### config.mk
export PLATFORM = sky130hd
export DESIGN_NAME = mvslice_uinst_sched_flat
export DESIGN_NICKNAME = d
export VERILOG_FILES = /design/src/rtl/mvslice_uinst_sched_pkg.sv /design/src/rtl/mvslice_uinst_sched_if.sv /design/src/rtl/mvslice_uinst_sched_loop_ctr.sv /design/src/rtl/mvslice_uinst_sched.sv /design/src/flat_wrapper.sv
export SDC_FILE = /design/constraint.sdc
export NUM_CORES = 1
export LEC_CHECK = 0
export ABC_AREA = 1
export CAP_MARGIN = 20
export CELL_PAD_IN_SITES_DETAIL_PLACEMENT = 0
export CELL_PAD_IN_SITES_GLOBAL_PLACEMENT = 1
export CORE_UTILIZATION = 35
export CTS_CLUSTER_SIZE = 28
export DETAILED_ROUTE_END_ITERATION = 12
export PLACE_DENSITY_LB_ADDON = 0.1
export SYNTH_ARGS = -nofsm -noshare
export SYNTH_HDL_FRONTEND = slang
export SYNTH_SLANG_ARGS = --single-unit
### constraint.sdc
create_clock -name clk -period 1.99 [get_ports clk]
set_input_delay 0.398 -clock clk [delete_from_list [all_inputs] [get_ports clk]]
set_output_delay 0.398 -clock clk [all_outputs]
set_load 0.005 [all_outputs]
### src/rtl/mvslice_uinst_sched_pkg.sv
// Shared types for the MV-slice micro-instruction scheduler: accumulator ops,
// FSM states and micro-instruction field layout at the default widths.
package mvslice_uinst_sched_pkg;

  localparam int TAGW_DEF        = 8;
  localparam int MV_RF_DEPTH_DEF = 512;
  localparam int ACCUM_DEPTH_DEF = 512;
  localparam int LENW_DEF        = 8;
  localparam int ROWSW_DEF       = 8;

  // Micro-instruction layout, MSB->LSB: {tag, rf_addr, load, accum_addr, accum_op}
  localparam int UI_OP_W      = 2;
  localparam int UI_OP_LSB    = 0;
  localparam int UI_ACCUM_W   = $clog2(ACCUM_DEPTH_DEF);
  localparam int UI_ACCUM_LSB = UI_OP_LSB + UI_OP_W;
  localparam int UI_LOAD_LSB  = UI_ACCUM_LSB + UI_ACCUM_W;
  localparam int UI_RF_W      = $clog2(MV_RF_DEPTH_DEF);
  localparam int UI_RF_LSB    = UI_LOAD_LSB + 1;
  localparam int UI_TAG_W     = TAGW_DEF;
  localparam int UI_TAG_LSB   = UI_RF_LSB + UI_RF_W;
  localparam int UI_W         = UI_TAG_LSB + UI_TAG_W;

  typedef enum logic [1:0] {
    ACC_OP_SET    = 2'd0,
    ACC_OP_ACC    = 2'd1,
    ACC_OP_SET_WB = 2'd2,
    ACC_OP_ACC_WB = 2'd3
  } accum_op_e;

  typedef enum logic {
    ST_IDLE  = 1'b0,
    ST_ISSUE = 1'b1
  } sched_state_e;

endpackage

### src/rtl/mvslice_uinst_sched_if.sv
// Macro-instruction input channel and micro-instruction output channel of the
// scheduler; slave is the scheduler's view, master the decoder/slice side.
interface mvslice_uinst_sched_if #(
  parameter int TAGW        = 8,
  parameter int MV_RF_ADDRW = 9,
  parameter int ACCUM_ADDRW = 9,
  parameter int LENW        = 8,
  parameter int ROWSW       = 8,
  parameter int MVSLICE_UIW = TAGW + MV_RF_ADDRW + 1 + ACCUM_ADDRW + 2
);
  logic                   i_minst_valid;
  logic                   o_minst_ready;
  logic [MV_RF_ADDRW-1:0] i_minst_rf_base;
  logic [LENW-1:0]        i_minst_len_m1;
  logic [ROWSW-1:0]       i_minst_rows_m1;
  logic [ACCUM_ADDRW-1:0] i_minst_accum_base;
  logic                   i_minst_accum_en;
  logic                   i_minst_load;
  logic [TAGW-1:0]        i_minst_tag;
  logic [MVSLICE_UIW-1:0] o_uinst_data;
  logic                   o_uinst_valid;
  logic                   i_uinst_ready;

  modport slave (
    input  i_minst_valid, i_minst_rf_base, i_minst_len_m1, i_minst_rows_m1,
           i_minst_accum_base, i_minst_accum_en, i_minst_load, i_minst_tag,
           i_uinst_ready,
    output o_minst_ready, o_uinst_data, o_uinst_valid
  );

  modport master (
    output i_minst_valid, i_minst_rf_base, i_minst_len_m1, i_minst_rows_m1,
           i_minst_accum_base, i_minst_accum_en, i_minst_load, i_minst_tag,
           i_uinst_ready,
    input  o_minst_ready, o_uinst_data, o_uinst_valid
  );
endinterface

### src/rtl/mvslice_uinst_sched_loop_ctr.sv
// Two-level nested counter (chunk inner, row outer) with first/last flags;
// limits are captured on load and the count advances on en_i.
module mvslice_uinst_sched_loop_ctr #(
  parameter int LENW  = 8,
  parameter int ROWSW = 8
) (
  input  logic             clk,
  input  logic             rst,
  input  logic             load_i,
  input  logic [LENW-1:0]  len_m1_i,
  input  logic [ROWSW-1:0] rows_m1_i,
  input  logic             en_i,
  output logic             chunk_first_o,
  output logic             chunk_last_o,
  output logic             row_last_o
);

  logic [LENW-1:0]  chunk_q;
  logic [LENW-1:0]  len_m1_q;
  logic [ROWSW-1:0] row_q;
  logic [ROWSW-1:0] rows_m1_q;

  assign chunk_first_o = (chunk_q == '0);
  assign chunk_last_o  = (chunk_q == len_m1_q);
  assign row_last_o    = (row_q == rows_m1_q);

  // NOTE: sequential state uses non-blocking assignments only, so every
  // always_ff samples the pre-edge values regardless of evaluation order.
  always_ff @(posedge clk) begin
    if (rst) begin
      chunk_q   <= '0;
      len_m1_q  <= '0;
      row_q     <= '0;
      rows_m1_q <= '0;
    end else if (load_i) begin
      chunk_q   <= '0;
      len_m1_q  <= len_m1_i;
      row_q     <= '0;
      rows_m1_q <= rows_m1_i;
    end else if (en_i) begin
      if (chunk_last_o) begin
        chunk_q <= '0;
        row_q   <= row_q + 1'b1;
      end else begin
        chunk_q <= chunk_q + 1'b1;
      end
    end
  end

endmodule

### src/rtl/mvslice_uinst_sched.sv
// Expands one matrix-vector macro-instruction into per-chunk micro-instructions
// for an MV slice. Optional perf counters: define MVSLICE_SCHED_PERF_EN.
module mvslice_uinst_sched
  import mvslice_uinst_sched_pkg::*;
#(
  parameter int TAGW        = TAGW_DEF,
  parameter int MV_RF_DEPTH = MV_RF_DEPTH_DEF,
  parameter int MV_RF_ADDRW = $clog2(MV_RF_DEPTH),
  parameter int ACCUM_DEPTH = ACCUM_DEPTH_DEF,
  parameter int ACCUM_ADDRW = $clog2(ACCUM_DEPTH),
  parameter int LENW        = LENW_DEF,
  parameter int ROWSW       = ROWSW_DEF,
  parameter int MVSLICE_UIW = TAGW + MV_RF_ADDRW + 1 + ACCUM_ADDRW + 2
) (
  input  logic                  clk,
  input  logic                  rst,
  mvslice_uinst_sched_if.slave  bus,
`ifdef MVSLICE_SCHED_PERF_EN
  output logic [31:0]           o_perf_issued,
  output logic [31:0]           o_perf_stall,
`endif
  output logic                  o_busy
);

  sched_state_e           state_q;
  logic [TAGW-1:0]        tag_q;
  logic                   load_q;
  logic                   accum_en_q;
  logic [MV_RF_ADDRW-1:0] rf_addr_q;
  logic [ACCUM_ADDRW-1:0] accum_addr_q;

  logic      chunk_first;
  logic      chunk_last;
  logic      row_last;
  logic      issuing;
  logic      xfer;
  logic      last_xfer;
  logic      accept;
  accum_op_e op;

  assign issuing   = (state_q == ST_ISSUE);
  assign xfer      = issuing && bus.i_uinst_ready;
  assign last_xfer = xfer && chunk_last && row_last;

  // Ready rises combinationally on the final transfer so a waiting macro can
  // be taken in the same cycle and issue without a bubble.
  assign bus.o_minst_ready = (state_q == ST_IDLE) || last_xfer;
  assign accept            = bus.i_minst_valid && bus.o_minst_ready;

  mvslice_uinst_sched_loop_ctr #(
    .LENW  (LENW),
    .ROWSW (ROWSW)
  ) u_loop_ctr (
    .clk           (clk),
    .rst           (rst),
    .load_i        (accept),
    .len_m1_i      (bus.i_minst_len_m1),
    .rows_m1_i     (bus.i_minst_rows_m1),
    .en_i          (xfer),
    .chunk_first_o (chunk_first),
    .chunk_last_o  (chunk_last),
    .row_last_o    (row_last)
  );

  // First and last chunks carry the row's op (overwrite or add); the last adds write-back.
  // NOTE: every variable written in always_comb gets a value on every path,
  // otherwise a latch is inferred.
  always_comb begin
    op = ACC_OP_ACC;
    if (chunk_last) begin
      op = accum_en_q ? ACC_OP_ACC_WB : ACC_OP_SET_WB;
    end else if (chunk_first) begin
      op = accum_en_q ? ACC_OP_ACC : ACC_OP_SET;
    end
  end

  assign bus.o_uinst_valid = issuing;
  assign o_busy            = issuing;

  // Data is forced to zero while idle so reset and idle present an all-zero bus.
  assign bus.o_uinst_data = issuing
    ? MVSLICE_UIW'({tag_q, rf_addr_q, load_q, accum_addr_q, op})
    : '0;

  always_ff @(posedge clk) begin
    if (rst) begin
      state_q      <= ST_IDLE;
      tag_q        <= '0;
      load_q       <= 1'b0;
      accum_en_q   <= 1'b0;
      rf_addr_q    <= '0;
      accum_addr_q <= '0;
    end else if (accept) begin
      state_q      <= ST_ISSUE;
      tag_q        <= bus.i_minst_tag;
      load_q       <= bus.i_minst_load;
      accum_en_q   <= bus.i_minst_accum_en;
      rf_addr_q    <= bus.i_minst_rf_base;
      accum_addr_q <= bus.i_minst_accum_base;
    end else if (xfer) begin
      // Chunks of consecutive rows are contiguous, so the RF address is a plain incrementer.
      rf_addr_q <= rf_addr_q + 1'b1;
      if (chunk_last) begin
        accum_addr_q <= accum_addr_q + 1'b1;
      end
      if (row_last && chunk_last) begin
        state_q <= ST_IDLE;
      end
    end
  end

`ifdef MVSLICE_SCHED_PERF_EN
  always_ff @(posedge clk) begin
    if (rst) begin
      o_perf_issued <= '0;
      o_perf_stall  <= '0;
    end else begin
      if (xfer && (o_perf_issued != '1)) begin
        o_perf_issued <= o_perf_issued + 1'b1;
      end
      if (issuing && !bus.i_uinst_ready && (o_perf_stall != '1)) begin
        o_perf_stall <= o_perf_stall + 1'b1;
      end
    end
  end
`endif

endmodule

### src/flat_wrapper.sv
// flat-port wrapper written by rule: the top's interface ports become plain ports
module mvslice_uinst_sched_flat import mvslice_uinst_sched_pkg::*;
#(
  parameter int TAGW        = TAGW_DEF,
  parameter int MV_RF_DEPTH = MV_RF_DEPTH_DEF,
  parameter int MV_RF_ADDRW = $clog2(MV_RF_DEPTH),
  parameter int ACCUM_DEPTH = ACCUM_DEPTH_DEF,
  parameter int ACCUM_ADDRW = $clog2(ACCUM_DEPTH),
  parameter int LENW        = LENW_DEF,
  parameter int ROWSW       = ROWSW_DEF,
  parameter int MVSLICE_UIW = TAGW + MV_RF_ADDRW + 1 + ACCUM_ADDRW + 2
)
  (clk, rst, o_busy, bus_i_minst_valid, bus_i_minst_rf_base, bus_i_minst_len_m1, bus_i_minst_rows_m1, bus_i_minst_accum_base, bus_i_minst_accum_en, bus_i_minst_load, bus_i_minst_tag, bus_i_uinst_ready, bus_o_minst_ready, bus_o_uinst_data, bus_o_uinst_valid);
  mvslice_uinst_sched_if #(.TAGW(TAGW), .MV_RF_ADDRW(MV_RF_ADDRW), .ACCUM_ADDRW(ACCUM_ADDRW), .LENW(LENW), .ROWSW(ROWSW), .MVSLICE_UIW(MVSLICE_UIW)) bus_i ();
  input  logic clk;
  input  logic rst;
  output logic o_busy;
  input wire logic [$bits(bus_i.i_minst_valid)-1:0] bus_i_minst_valid;
  input wire logic [$bits(bus_i.i_minst_rf_base)-1:0] bus_i_minst_rf_base;
  input wire logic [$bits(bus_i.i_minst_len_m1)-1:0] bus_i_minst_len_m1;
  input wire logic [$bits(bus_i.i_minst_rows_m1)-1:0] bus_i_minst_rows_m1;
  input wire logic [$bits(bus_i.i_minst_accum_base)-1:0] bus_i_minst_accum_base;
  input wire logic [$bits(bus_i.i_minst_accum_en)-1:0] bus_i_minst_accum_en;
  input wire logic [$bits(bus_i.i_minst_load)-1:0] bus_i_minst_load;
  input wire logic [$bits(bus_i.i_minst_tag)-1:0] bus_i_minst_tag;
  input wire logic [$bits(bus_i.i_uinst_ready)-1:0] bus_i_uinst_ready;
  output wire logic [$bits(bus_i.o_minst_ready)-1:0] bus_o_minst_ready;
  output wire logic [$bits(bus_i.o_uinst_data)-1:0] bus_o_uinst_data;
  output wire logic [$bits(bus_i.o_uinst_valid)-1:0] bus_o_uinst_valid;
  assign bus_i.i_minst_valid = bus_i_minst_valid;
  assign bus_i.i_minst_rf_base = bus_i_minst_rf_base;
  assign bus_i.i_minst_len_m1 = bus_i_minst_len_m1;
  assign bus_i.i_minst_rows_m1 = bus_i_minst_rows_m1;
  assign bus_i.i_minst_accum_base = bus_i_minst_accum_base;
  assign bus_i.i_minst_accum_en = bus_i_minst_accum_en;
  assign bus_i.i_minst_load = bus_i_minst_load;
  assign bus_i.i_minst_tag = bus_i_minst_tag;
  assign bus_i.i_uinst_ready = bus_i_uinst_ready;
  assign bus_o_minst_ready = bus_i.o_minst_ready;
  assign bus_o_uinst_data = bus_i.o_uinst_data;
  assign bus_o_uinst_valid = bus_i.o_uinst_valid;
  mvslice_uinst_sched #(.TAGW(TAGW), .MV_RF_DEPTH(MV_RF_DEPTH), .MV_RF_ADDRW(MV_RF_ADDRW), .ACCUM_DEPTH(ACCUM_DEPTH), .ACCUM_ADDRW(ACCUM_ADDRW), .LENW(LENW), .ROWSW(ROWSW), .MVSLICE_UIW(MVSLICE_UIW)) u_core (.clk(clk), .rst(rst), .bus(bus_i), .o_busy(o_busy));
endmodule
# After elaboration in Yosys (flattened, before gate mapping)
# Cells that the tools add are included.
# W data, S select, Z words.
[word_totals]
out_inout_bits = 32
elab_cells = 45
inputBits = 48
ff_bits = 61
[op_classes]
n_reduce_logical = 14
n_bitwise = 1
n_eq_ne = 2
addsub = 4
muxes = 14
[ops]
columns = ["cell", "count"]
rows = [
  ["$mux W9", 5],
  ["$mux W29", 1],
  ["$add A9 B1 Y9 const B", 2],
  ["$add A8 B1 Y8 const B", 2],
  ["$eq A8 B8 Y1", 2],
  ["$logic_not A8 Y1", 1],
  ["$mux W8", 1],
  ["$reduce_and A2 Y1", 3],
  ["$reduce_bool A2 Y1", 3],
  ["$logic_and A1 B1 Y1", 5],
  ["$mux W1", 5],
  ["$mux W2", 2],
  ["$reduce_or A2 Y1", 1],
  ["$logic_or A1 B1 Y1", 1],
  ["$not A1 Y1", 1],
]

# Longest topological paths before layout
[depth]
depth_word = 7
ltp_mapped = 14
depth_no_buf = 13

# Modules after synthesis
# Synthesis repeated with hierarchy kept, for this count alone.
[unflattened]
cells_unflattened = 546
area_unflattened_um2 = 3453.3
[by_module_without_submodules]
columns = ["mod", "seq_area_each_um2", "instances", "cells_per_inst", "area_each_um2"]
rows = [
  ["mvslice_uinst_sched", 580.6, 1, 312, 1831.8],
  ["mvslice_uinst_sched_loop_ctr", 640.6, 1, 234, 1621.6],
]

# Worst setup path before layout
# No wires, ideal clock.
[synth_path]
kind = "reg-to-output"
start = "register u_core.state_q, in the netlist u_core.bus.o_uinst_valid"
end = "output bus_o_uinst_data[12]"
stages_incl_launch_ff = 6
required_time_ns = 1.592
path_buffers = 3
path_slack_ns = 0.351
arrival_time_ns = 1.241
path_cell_list = "dfxtp_1 buf_4 buf_1 buf_1 nand2_1 inv_1"
[synth_via]
elab_chain_len = 1
[synth_rtl]
columns = ["element", "line", "text"]
rows = [
  ["start: declaration", "mvslice_uinst_sched.sv:25", "sched_state_e state_q;"],
  ["start signal: assignment", "mvslice_uinst_sched.sv:87", "state_q <= ST_IDLE;"],
  ["start signal: assignment", "mvslice_uinst_sched.sv:94", "state_q <= ST_ISSUE;"],
  ["start signal: assignment", "mvslice_uinst_sched.sv:107", "state_q <= ST_IDLE;"],
  ["$mux W29", "mvslice_uinst_sched.sv:82", "? MVSLICE_UIW'({tag_q, rf_addr_q, load_q, accum_addr_q, op})"],
  ["end: declaration", "flat_wrapper.sv:28", "output wire logic [$bits(bus_i.o_uinst_data)-1:0] bus_o_uinst_data;"],
]
# Every way passes these cells.

# Final worst setup path
[layout_path]
start = "register u_core.u_loop_ctr.rows_m1_q[6]"
end = "output bus_o_minst_ready"
[layout_via]
elab_chain_len = 3
[layout_rtl]
columns = ["element", "line", "text"]
rows = [
  ["start: declaration", "mvslice_uinst_sched_loop_ctr.sv:21", "logic [ROWSW-1:0] rows_m1_q;"],
  ["start signal: assignment", "mvslice_uinst_sched_loop_ctr.sv:39", "rows_m1_q <= rows_m1_i;"],
  ["$eq A8 B8 Y1", "mvslice_uinst_sched_loop_ctr.sv:25", "assign row_last_o = (row_q == rows_m1_q);"],
  ["$logic_and A1 B1 Y1", "mvslice_uinst_sched.sv:43", "assign last_xfer = xfer && chunk_last && row_last;"],
  ["$logic_or A1 B1 Y1", "mvslice_uinst_sched.sv:47", "assign bus.o_minst_ready = (state_q == ST_IDLE) || last_xfer;"],
  ["end: declaration", "flat_wrapper.sv:27", "output wire logic [$bits(bus_i.o_minst_ready)-1:0] bus_o_minst_ready;"],
]
# Every way passes these cells.

==> results_dict.tcl <==
set metrics [dict create \
    setup_viol_count_final 0 \
    worst_ep_arrival_time_ns 1.52 \
    count_leader_synth "nand2_1" \
    achievable-frequency_mhz 521 \
    final-seq-area_um2 1260 \
    synth.top_cells.by_count "nand2_1 (137), nor2_1 (87), inv_1 (77)" \
    place.detailed.hpwl_mm 6.92 \
    synth.top_cells.by_area "dfxtp_1 (35%), nand2_1 (15%), nor2_1 (9.3%)" \
    io-pin-count 80 \
    synth_top_area_share 0.348 \
    worst_slack_at_placement_ns -0.142 \
    synth_nets 603 \
    avgSynthCellArea_um2 6.38 \
    drt-vias-per-instance 4.51 \
    peakVddDrop_mv 0.327 \
    groute.layer.met1.usage 0.250 \
    power_density_nw_per_um2 615 \
    die-width_um 102 \
    synth-async-reset-ratio 0 \
    portBuffers 79 \
    initial_core_util 0.361 \
    floorplan.die.height_um 102 \
    outcome "finished, final reports clean" \
    wl_per_cell_um 11.9 \
    cts-buffers-inserted 9 \
    worst_hold_startpoint "u_core.u_loop_ctr.row_q[7]" \
    worstPathRequired_ns 1.59 \
    synth-seq-area-share 0.348 \
    post_synth_num_cell_types 30 \
    clk_latency_ns 0.33 \
    num-fill-cells 1030 \
    slack_of_the_worst_reg_to_reg_path_ns 0.11 \
    critical_path.startpoint_type "register" \
    final_area_um2 4990 \
    timing.final.ws_setup_ns 0.0715 \
    ys.warnings.count 0 \
    clock_sinks 61 \
    layout-area-overhead-vs-synth_pct 42.2 \
    grt_first_pass_wirelength_mm 15.5 \
    synthesis.area_um2 3510 \
    worstHoldPathCells 2 \
    capture_point_of_the_worst_reg_to_reg_path "u_core.rf_addr_q[2]" \
    crit_type "register to output pin" \
    cts_max_level 3 \
    cts_hold_buf 0 \
    worst_r2r_startpoint "u_core.u_loop_ctr.rows_m1_q[6]" \
    clock-root-buffer "clkbuf_8" \
    final.setup_skew_ns 0.00793 \
    cts_tree "done" \
    area_of_the_multi_input_gates_um2 1830 \
    hold_violations_final 0 \
    drv_cap 0 \
    global_route.overflow_total 0 \
    slew_headroom 0.512 \
    drt_iter0_drc 100 \
    finalNetCount 718 \
    grt_start_max_net_pins 29 \
    dpl-instance-area_um2 4720 \
    detailedRoute.firstPassIterationCount 4 \
    gp_routability_congestion 0.834 \
    finalCriticalPeriod_ns 1.92 \
    grt_antenna_before_repair 0 \
    static-leakage-power_nw 2.33 \
    path_clk_slew_ns 0.07 \
    fp.dieArea_um2 10400 \
    route.antenna.remaining_nets 0 \
    floorplan.core_area_um2 9730 \
    drive_gt1_frac 0.169 \
    critical_path_endpoint_category "output pin" \
    met2_usage 0.327 \
    rsz0062_at_grt "true" \
    yosysTopAreaCell "dfxtp_1" \
    buffer_depth_of_the_longest_clock_path 2 \
    grt_pass1_vias 3310 \
    postRouteWirelength_mm 9.52 \
    synth-edff-count 0 \
    synthCells 550 \
    route.vias.total 3621 \
    finalMaxSlewViolations 0 \
    timing.reg2reg.worst_path_depth 16 \
    floorplan.rows 36 \
    insertedDiodeCount 0 \
    worstHoldEndpoint "u_core.u_loop_ctr.row_q[7]" \
    track_usage 0.193 \
    worstHoldPathType "register to register" \
    synth.ff_latch_count 61 \
    dominantRegCellSynth "dfxtp_1" \
    grt.busiest_layer "met2" \
    worstMarginPinSlew_ns 0.711 \
    totalNegativeSetupSlack_ns 0 \
    remaining_drc_errors 0 \
    critical_path.max_fanout 3 \
    final.period_utilization 0.964 \
    grt_use_met3 0.0301 \
]
## area by class of cell
type / count / share of cell area
Timing Repair Buffer: 127 / 0.244
Inverter: 87 / 0.0669
Tap cell: 133 / 0.0333
Clock inverter: 1 / 0.00602
Clock buffer: 14 / 0.0326
Sequential cell: 61 / 0.252
Multi-Input combinational cell: 379 / 0.366
## worst max-delay path by stage
stage	from	to	slack, ns	depth (start not counted)
floorplan	u_core.bus.o_uinst_valid	bus_o_uinst_data[12]	0.35	5
global placement	bus_i_uinst_ready	bus_o_minst_ready	-0.14	6
detailed placement	bus_i_uinst_ready	bus_o_minst_ready	-0.14	6
CTS	u_core.u_loop_ctr.chunk_q[3]	bus_o_minst_ready	-0.04	10
global route	u_core.u_loop_ctr.row_q[4]	u_core.accum_addr_q[2]	-0.03	16
finish	u_core.u_loop_ctr.rows_m1_q[6]	bus_o_minst_ready	0.07	10
## stage by stage
stage | hold slack [ns] | std cells | util | total power, mW
6_report | 0.470 | 802 | 0.513 | 3.07
3_3_place_gp | 0.466 | 785 | 0.485 | 1.96
3_5_place_dp | 0.473 | 785 | 0.485 | 1.96
2_1_floorplan | 0.453 | 550 | - | 1.69
5_1_grt | 0.512 | 802 | 0.513 | 3.25
4_1_cts | 0.473 | 802 | 0.511 | 3.10
## flip-flops by register name, indices dropped and copies added (netlist names)
signal / count
u_core.u_loop_ctr.len_m1_q: 8
u_core.u_loop_ctr.row_q: 8
u_core.u_loop_ctr.rows_m1_q: 8
u_core.rf_addr_q: 9
u_core.u_loop_ctr.chunk_q: 8
u_core.accum_addr_q: 9
u_core.load_q: 1
u_core.accum_en_q: 1
u_core.bus.o_uinst_valid: 1
u_core.tag_q: 8
## report_power, final
part | internal, mW | switching [mW] | total (mW)
Clock | 0.643 | 0.472 | 1.12
Combinational | 0.306 | 0.290 | 0.596
Sequential | 1.29 | 0.0659 | 1.36
## cell families (layout without fill, tap and decap cells)
kind of cell | after synthesis | count (layout) | synth area share
AND/OR/NAND/NOR | 297 | 297 | 0.366
buffers and inverters | 110 | 229 | 0.134
XOR/XNOR | 17 | 17 | 0.0424
multiplexers | 1 | 1 | 0.00285
adder cells (fa/ha/maj) | 5 | 5 | 0.0178
flip-flops | 61 | 61 | 0.348
AO/OA/AOI/OAI | 59 | 59 | 0.0884
## placed cells by master (no fill, tap or decap), drive strengths merged
master and count:
nor3b 3, nor2 88, nand4 6, o21ai 39
xor2 13, ha 5, buf 50, mux2i 1
dfxtp 61, a22oi 1, bufinv 1, o211ai 5
nand2 142, clkbuf 15, nor3 8, xnor2 4
clkdlybuf4s50 76, or2 2, nand3b 4, a21oi 14
inv 87, nand3 44
## critical path, stage by stage (launching register included)
cell,delay (ns)
dfxtp_1,0.36
inv_1,0.05
nand2_1,0.05
nand2_1,0.05
nor2_1,0.09
nand2_1,0.09
nor2_1,0.13
buf_4,0.14
nand3_4,0.08
nand2_8,0.07
buf_6,0.08
## metal layers
metal / part of all wire / vias to the layer above
met4: 0.013 / 0
li1: - / 1930
met5: 0 / -
met3: 0.035 / 10
met2: 0.48 / 61
met1: 0.47 / 1620
## timing repair
action	4_1_cts	5_1_grt
setup buffers	1	0
pin swaps	9	6
setup endpoints to repair	24	44
gates cloned	1	0
gates resized for setup	33	20
(Power assumes the default switching activity.)
